===== src/rtl/bcd_counter_ctrl.sv =====
// Command-driven sequencer for an NDIG-digit BCD up/down counter.
// CLEAR/LOAD/STEP commands arrive over valid/ready; STEP advances the count by one per cycle.
module bcd_digit (
  input  logic [3:0] d,
  input  logic       cin,
  input  logic       down,
  output logic [3:0] y,
  output logic       cout
);
  always_comb begin
    y    = d;
    cout = 1'b0;
    if (cin) begin
      if (!down) begin
        if (d == 4'd9) begin
          y    = 4'd0;
          cout = 1'b1;
        end else begin
          y = d + 4'd1;
        end
      end else begin
        if (d == 4'd0) begin
          y    = 4'd9;
          cout = 1'b1;
        end else begin
          y = d - 4'd1;
        end
      end
    end
  end
endmodule

module bcd_counter_ctrl #(
  parameter int NDIG  = 2,
  parameter int STEPW = 8
) (
  input  logic              clk,
  input  logic              reset,
  input  logic              cmd_valid,
  output logic              cmd_ready,
  input  logic [1:0]        cmd_op,
  input  logic [4*NDIG-1:0] cmd_arg,
  input  logic              abort,
  output logic [4*NDIG-1:0] q,
  output logic              busy,
  output logic              done,
  output logic              err,
  output logic              wrap,
  output logic              ovf
);
  typedef enum logic [1:0] {IDLE, RUN, DONE} state_t;

  localparam logic [1:0] OP_CLEAR = 2'b00;
  localparam logic [1:0] OP_LOAD  = 2'b01;

  state_t            state, state_nxt;
  logic [STEPW-1:0]  remaining;
  logic              dir;
  logic              err_r;
  logic [4*NDIG-1:0] q_step;
  logic [NDIG:0]     carry;
  logic [NDIG-1:0]   dig_ok;
  logic              accept;

  // carry[0] forced high: the chain always steps by one; carry out of the top digit is the wrap
  assign carry[0] = 1'b1;

  generate
    for (genvar g = 0; g < NDIG; g++) begin : g_dig
      bcd_digit u_dig (
        .d    (q[4*g +: 4]),
        .cin  (carry[g]),
        .down (dir),
        .y    (q_step[4*g +: 4]),
        .cout (carry[g+1])
      );
      assign dig_ok[g] = (cmd_arg[4*g +: 4] <= 4'd9);
    end
  endgenerate

  assign accept    = cmd_valid && (state == IDLE);
  assign cmd_ready = (state == IDLE);
  assign busy      = (state == RUN);
  assign done      = (state == DONE);
  assign err       = (state == DONE) && err_r;

  always_comb begin
    state_nxt = state;
    case (state)
      IDLE: begin
        if (accept) begin
          if (cmd_op[1] && (cmd_arg[STEPW-1:0] != '0)) state_nxt = RUN;
          else                                         state_nxt = DONE;
        end
      end
      RUN: begin
        if (abort || (remaining == STEPW'(1))) state_nxt = DONE;
      end
      DONE:    state_nxt = IDLE;
      default: state_nxt = IDLE;
    endcase
  end

  always_ff @(posedge clk or posedge reset) begin
    if (reset) begin
      state     <= IDLE;
      q         <= '0;
      remaining <= '0;
      dir       <= 1'b0;
      err_r     <= 1'b0;
      wrap      <= 1'b0;
      ovf       <= 1'b0;
    end else begin
      state <= state_nxt;
      wrap  <= 1'b0;
      case (state)
        IDLE: begin
          if (accept) begin
            err_r <= 1'b0;
            case (cmd_op)
              OP_CLEAR: begin
                q   <= '0;
                ovf <= 1'b0;
              end
              OP_LOAD: begin
                if (&dig_ok) q     <= cmd_arg;
                else         err_r <= 1'b1;
              end
              default: begin
                remaining <= cmd_arg[STEPW-1:0];
                dir       <= cmd_op[0];
              end
            endcase
          end
        end
        RUN: begin
          if (!abort) begin
            q         <= q_step;
            remaining <= remaining - STEPW'(1);
            wrap      <= carry[NDIG];
            if (carry[NDIG]) ovf <= 1'b1;
          end
        end
        default: ;
      endcase
    end
  end
endmodule


===== config.mk =====
export PLATFORM = sky130hd
export DESIGN_NAME = bcd_counter_ctrl
export DESIGN_NICKNAME = d
export VERILOG_FILES = /design/src/rtl/bcd_counter_ctrl.sv
export SDC_FILE = /design/constraint.sdc
export NUM_CORES = 1
export LEC_CHECK = 0
export BUFFER_PORTS_ARGS = -buffer_cell sky130_fd_sc_hd__buf_2
export CORE_AREA = 5 5 64 66
export CTS_CLUSTER_SIZE = 40
export DETAILED_ROUTE_END_ITERATION = 10
export DIE_AREA = 0 0 69 71
export PLACE_DENSITY = 0.7
export SLEW_MARGIN = 20
export SYNTH_ARGS = -nofsm -noshare
export SYNTH_HDL_FRONTEND = slang
export SYNTH_SLANG_ARGS = --single-unit

===== constraint.sdc =====
create_clock -name clk -period 1.7 [get_ports clk]
set_input_delay 0 -clock clk [delete_from_list [all_inputs] [get_ports clk]]
set_output_delay 0 -clock clk [all_outputs]
set_load 0.02 [all_outputs]

==> results of run 1 <==
## layout by cell type, fill, tap and decap left out, types with 3 or more instances in the layout
| master | Yosys | layout |
|---|---|---|
| sky130_fd_sc_hd__a21oi_1 | 16 | 16 |
| sky130_fd_sc_hd__o211ai_1 | 5 | 5 |
| sky130_fd_sc_hd__buf_2 | 6 | 27 |
| sky130_fd_sc_hd__dfrtp_1 | 22 | 18 |
| sky130_fd_sc_hd__buf_4 | 0 | 13 |
| sky130_fd_sc_hd__a31oi_1 | 3 | 3 |
| sky130_fd_sc_hd__o21ai_0 | 19 | 18 |
| sky130_fd_sc_hd__inv_1 | 6 | 5 |
| sky130_fd_sc_hd__a211oi_1 | 6 | 6 |
| sky130_fd_sc_hd__a22oi_1 | 4 | 4 |
| sky130_fd_sc_hd__nor2_1 | 14 | 13 |
| sky130_fd_sc_hd__nand2b_1 | 6 | 5 |
| sky130_fd_sc_hd__dfrtp_2 | 0 | 4 |
| sky130_fd_sc_hd__nor2b_1 | 3 | 3 |
| sky130_fd_sc_hd__nor3_1 | 7 | 6 |
| sky130_fd_sc_hd__clkbuf_4 | 0 | 3 |
| sky130_fd_sc_hd__nand2_1 | 7 | 7 |
| sky130_fd_sc_hd__nand3_1 | 4 | 4 |
| sky130_fd_sc_hd__a21o_1 | 5 | 3 |
## sequential cells by signal, summed over array words and instances (netlist names)
signal / count
q: 8
remaining: 8
state: 2
dir: 1
err_r: 1
ovf: 1
wrap: 1
## layer usage
| layer | vias to the layer above | track usage, % | wire [um] |
|---|---|---|---|
| met5 | - | 0 | 0 |
| met4 | 0 | 4.12 | 46 |
| met3 | 6 | 3.13 | 183 |
| met2 | 52 | 27.6 | 2090 |
| met1 | 780 | 22.7 | 1890 |
| li1 | 822 | - | - |
## worst paths after layout
path,endpoint,from
worst max-delay path,q[5],state[0]
worst min-delay path,remaining[4],cmd_arg[4]
worst max register to register,q[5],state[0]
worst min register to register,err_r,err_r
max in group asynchronous,q[0],reset
min in group asynchronous,remaining[1],reset
## final cells by class
cell class / count / area [um2]
Tap cell: 48 / 60.1
Multi-Input combinational cell: 157 / 1070
Fill cell: 349 / 1520
Clock buffer: 4 / 36.3
Sequential cell: 22 / 556
Inverter: 7 / 28.8
Timing Repair Buffer: 42 / 253
## kinds of logic after synthesis
family / Yosys count / share of synthesized area (%)
adder cells (fa/ha/maj): 2 / 1.49
buffers and inverters: 21 / 5.74
XOR/XNOR: 4 / 2.09
AND/OR/NAND/NOR: 64 / 22.0
flip-flops: 22 / 32.8
multiplexers: 4 / 2.61
AO/OA/AOI/OAI: 83 / 33.3
## critical path: cells and delay by family, from the launching register on
kind,cells,cell delay [ns]
AOI/OAI and AO/OA,2,0.41
and+or+nand+nor,1,0.41
DFF,1,0.40
muxes,1,0.33
## what timing repair did
action	in CTS	in global routing
hold endpoints to repair	23	0
setup buffers	0	2
setup endpoints to repair	0	10
hold buffers	2	0
resized for setup	0	17
## report_power, final
part	switching (uW)	internal (uW)	leakage, uW
Sequential	317	732	0.000274
Clock	164	131	0.0000210
Combinational	921	754	0.000580
## stage by stage
| stage | instances | power, uW |
|---|---|---|
| finish | 280 | 3020 |
| global route | 280 | 3290 |
| global placement | 272 | 2610 |
| detailed placement | 272 | 2620 |
| floorplan | 200 | 2180 |
| CTS | 278 | 2920 |
==> metrics.cfg, run 1 <==
[status]
status=finished, final reports clean

[synth]
syn_nets=216
synth_top_area_share_pct=32.8
synthesis.area_um2=1680
netlist-cell-type-count=57
post_synth_inst_count=200
synth.top_cells.by_area=sky130_fd_sc_hd__dfrtp_1, sky130_fd_sc_hd__o21ai_0, sky130_fd_sc_hd__a21oi_1
async_flop_share_pct=100
netlist_top_cells_count=sky130_fd_sc_hd__dfrtp_1, sky130_fd_sc_hd__o21ai_0, sky130_fd_sc_hd__a21oi_1
synthDominantAreaCellType=sky130_fd_sc_hd__dfrtp_1
number_of_warnings_issued_by_yosys=0
synth_seq_area_share_pct=32.8
synthFlopType=sky130_fd_sc_hd__dfrtp_1
yosysMostFrequentCell=sky130_fd_sc_hd__dfrtp_1
synth.avg_cell_area_um2=8.40
synth_enable_flop_cells=0
postSynthRegisterBits=22

[clock_tree]
clock_path_buffers=2
clk_pin_slew_worst_setup_hold_paths_ns=0.13
tritoncts.num_buffers=3
tritoncts_clock_tree=yes
ctsHtreeMaxLevel=1
cts.root.buffer_cell=sky130_fd_sc_hd__clkbuf_4
cts_num_sinks=22
clk-insertion-delay-late_ns=0.30

[floorplanning]
rows=22
placeableCoreArea_um2=3520
die-width_um=69
design.die.area_um2=4900
io_pins=28
start_util_pct=47.7
chipHeight_um=71

[route]
wirelength_mm=4.21
post_drt_wl_per_cell_um=15.0
routed_via_density=5.93
drt_pass1_iterations=4
final_antenna_net_count=0
post-route-drc-count=0
dr_total_vias=1660
initial_drc_count=114

[hold_path]
hp-class=in -> reg
hold_critical_path_depth=3

[worst_setup_path]
timing.critical_path.slowest_stage_cell=sky130_fd_sc_hd__or3b_4
worst-setup-path-type=reg -> reg
timing.reg2reg.worst_path_depth=4
crit_path_end_kind=register
cpPeakStageDelay_ns=0.41
cp_cell_sequence=or3b_4 -> a21o_4 -> a21oi_4 -> mux2_1
worstPathArrival_ns=1.85
worstSetupStartpointType=register
critPathRequiredTime_ns=1.90
critical_path_peak_fanout=7
worst-r2r-setup-slack_ns=0.05

[power]
powerDensity_nw_per_um2=1500
irDropWorstVdd_mv=0.667
static-leakage-power_uw=0.000875

[cells_and_area]
final_net_count=249
layout.cell_area.non_filler_um2=2010
layout-drive-gt1-share_pct=29.3
postLayoutCoreUtil_pct=57.0
antenna_cells=0
area_delta_synth_final_pct=19.6

[sta]
worst-slew-pin-transition_ns=0.455
min_period_over_period_pct=96.8
finalSetupViolCount=0
hold_viol_final=0
max_clock_freq_ghz=0.607
fin_crit_ns=1.65
hold_slack_ns=0.00613
setup_tns_ns=0
timing.final.ws_setup_ns=0.0537
timing.max_slew.rel_slack_pct=69.6
finClkSkew_ns=0.00165
timing.final.max_slew_violations=0

[grt]
antenna_found_initial=0
global_route_wire_length_before_repair_mm=6.84
globalRoute.totalOverflow=0
vias_in_the_first_global_route=1465
track_usage_pct=16.7
grt_start_max_net_pins=23

[job]
timing.max_cap.violations=0

[placed_design]
place_hpwl_mm=3.13
placement.cell_area_um2=1890
post-place-ws_ns=0.0268
gp_congestion=0.880
port_buffers=27

(Power assumes the default switching activity.)
==> inputs of run 2 (changes only) <==
--- a/config.mk
+++ b/config.mk
@@ -6,10 +6,12 @@
 export NUM_CORES = 1
 export LEC_CHECK = 0
 export BUFFER_PORTS_ARGS = -buffer_cell sky130_fd_sc_hd__buf_2
-export CORE_AREA = 5 5 64 66
+export CELL_PAD_IN_SITES_DETAIL_PLACEMENT = 0
+export CELL_PAD_IN_SITES_GLOBAL_PLACEMENT = 1
+export CORE_AREA = 5 5 73 75
 export CTS_CLUSTER_SIZE = 40
 export DETAILED_ROUTE_END_ITERATION = 10
-export DIE_AREA = 0 0 69 71
+export DIE_AREA = 0 0 78 80
 export PLACE_DENSITY = 0.7
 export SLEW_MARGIN = 20
 export SYNTH_ARGS = -nofsm -noshare
==> run 2 against run 1 <==
Net effect: via count shrank 4.6%; critical endpoint is now q[6]; clock skew grew 0.0049 ns; routed wire length up 6.5%; die area is 27% higher; worst setup slack better by 0.0012 ns.
==> metrics.cfg, run 2 (same netlist as run 1, synthesis figures left out) <==
[worst_setup_path]
crit_start=state[0]
critical_path_peak_fanout=7
timing.rr.start=state[0]
cpPeakStageDelay_ns=0.40
cp_cell_sequence=or3b_4 -> a21o_4 -> a21oi_4 -> mux2_1
worstSetupStartpointType=register
worst_path_dominant_cell_family=simple AND/OR/NAND/NOR gates
timing.critical_path.slowest_stage_cell=sky130_fd_sc_hd__or3b_4
regToRegEndpoint=q[6]
crit_path_end_kind=register
worst-setup-path-type=reg -> reg
worstPathArrival_ns=1.79
worstPathBufferInverterCount=0
critPathRequiredTime_ns=1.85
worst-r2r-setup-slack_ns=0.05
timing.reg2reg.worst_path_depth=4

[route]
dr_total_vias=1584
drt_pass1_iterations=4
post-route-drc-count=0
post_drt_wl_per_cell_um=15.6
routed_via_density=5.50
wirelength_mm=4.48
final_antenna_net_count=0
initial_drc_count=53

[floorplanning]
io_pins=28
die-width_um=78
rows=25
start_util_pct=36.5
design.die.area_um2=6240
placeableCoreArea_um2=4600
chipHeight_um=80

[job]
timing.max_cap.violations=0

[grt]
grt_start_max_net_pins=23
antenna_found_initial=0
global_route_wire_length_before_repair_mm=7.58
globalRoute.totalOverflow=0
track_usage_pct=14.8
vias_in_the_first_global_route=1506

[hold_path]
min_to=remaining[0]
min_from=cmd_arg[0]
hold_critical_path_depth=3
hp-class=in -> reg

[sta]
fin_crit_ns=1.65
grt_setup_unrepaired=false
max_clock_freq_ghz=0.608
worst-slew-pin-transition_ns=0.442
timing.max_slew.rel_slack_pct=70.2
hold_slack_ns=0.0161
finClkSkew_ns=0.00650
timing.final.max_slew_violations=0
setup_tns_ns=0
hold_viol_final=0
finalSetupViolCount=0
min_period_over_period_pct=96.8

[clock_tree]
ctsHtreeMaxLevel=1
clk-insertion-delay-late_ns=0.27
clock_path_buffers=2
clk_pin_slew_worst_setup_hold_paths_ns=0.09
tritoncts_clock_tree=yes
tritoncts.num_buffers=3
cts_num_sinks=22
cts.root.buffer_cell=sky130_fd_sc_hd__clkbuf_8

[cells_and_area]
layout-drive-gt1-share_pct=28.6
final_net_count=251
antenna_cells=0
area_delta_synth_final_pct=22.5
leading_cell_type_in_the_layout_fill_and_taps_excluded=sky130_fd_sc_hd__buf_2
largest_registers=q (8), remaining (8), state (2)
mostFrequentLayoutCells=sky130_fd_sc_hd__buf_2, sky130_fd_sc_hd__dfrtp_1, sky130_fd_sc_hd__o21ai_0

[power]
p_sw_share_pct=44.1
finalPower_uw=3270
irDropWorstVdd_mv=0.629
static-leakage-power_uw=0.000903
powerDensity_nw_per_um2=1590
total_switching_power_uw=1440
clkPwrFrac_pct=15.2
pwr-share-comb_pct=52.7
internal-power_uw=1830
power.share.sequential_pct=32.1

[placed_design]
gp_congestion=0.850
place_hpwl_mm=3.45
port_buffers=27

[status]
status=finished, final reports clean

## run 2: cell types whose count changed in the layout (fill, tap and decap cells not counted), sizes merged
cell / delta
bufinv: +1
dlygate4sd3: -1
clkbuf: -1
buf: +3
## run 2: stage by stage
| stage | cells | util, % | setup slack, ns | instance area (um2) |
|---|---|---|---|---|
| 2_1_floorplan | 200 | - | 0.0109 | 1680 |
| 3_3_place_gp | 282 | 41.9 | 0.0573 | 1930 |
| 3_5_place_dp | 282 | 41.9 | 0.0362 | 1930 |
| 4_1_cts | 287 | 43.7 | 0.00975 | 2010 |
| 5_1_grt | 288 | 44.7 | 0.000948 | 2060 |
| 6_report | 288 | 44.7 | 0.0549 | 2060 |
## run 2: worst max path at each step
stage | cells past startpoint | endpoint
global route | 6 | remaining[6]
CTS | 4 | q[6]
detailed placement | 4 | q[6]
finish | 4 | q[6]
global placement | 4 | q[6]
floorplan | 4 | q[2]
## run 2: power groups by stage
stage | logic (uW) | clock network, uW | registers, uW
CTS | 1680 | 507 | 1040
global route | 1910 | 533 | 1100
global placement | 1670 | 0 | 1050
detailed placement | 1670 | 0 | 1050
floorplan | 1190 | 0 | 996
finish | 1720 | 497 | 1050
## run 2: cell type report
type	instances	area, um2
clock inverters	1	30.0
inverters	7	28.8
clock buffers	3	41.3
multi-input cells	157	1070
well taps	54	67.6
flip-flops and latches	22	552
fillers	481	2540
repair buffers	44	265
## run 2: metal layers
layer | global-route usage (%) | vias up | part of all wire [%]
li1 | - | 818 | -
met1 | 20.7 | 739 | 49
met2 | 24.5 | 25 | 47
met3 | 1.69 | 2 | 3.1
met4 | 3.04 | 0 | 0.33
met5 | 0 | - | 0
## run 2: worst min-delay path, stage by stage
cell and delay (ns):
sky130_fd_sc_hd__buf_2 0.12, sky130_fd_sc_hd__nand2_1 0.05, sky130_fd_sc_hd__o21ai_0 0.06
## run 2: what timing repair did
action	in CTS	in global routing
hold buffers	1	0
endpoints found under the setup margin	0	11
resized for setup	0	12
buffers inserted	0	1
hold endpoints to repair	22	0
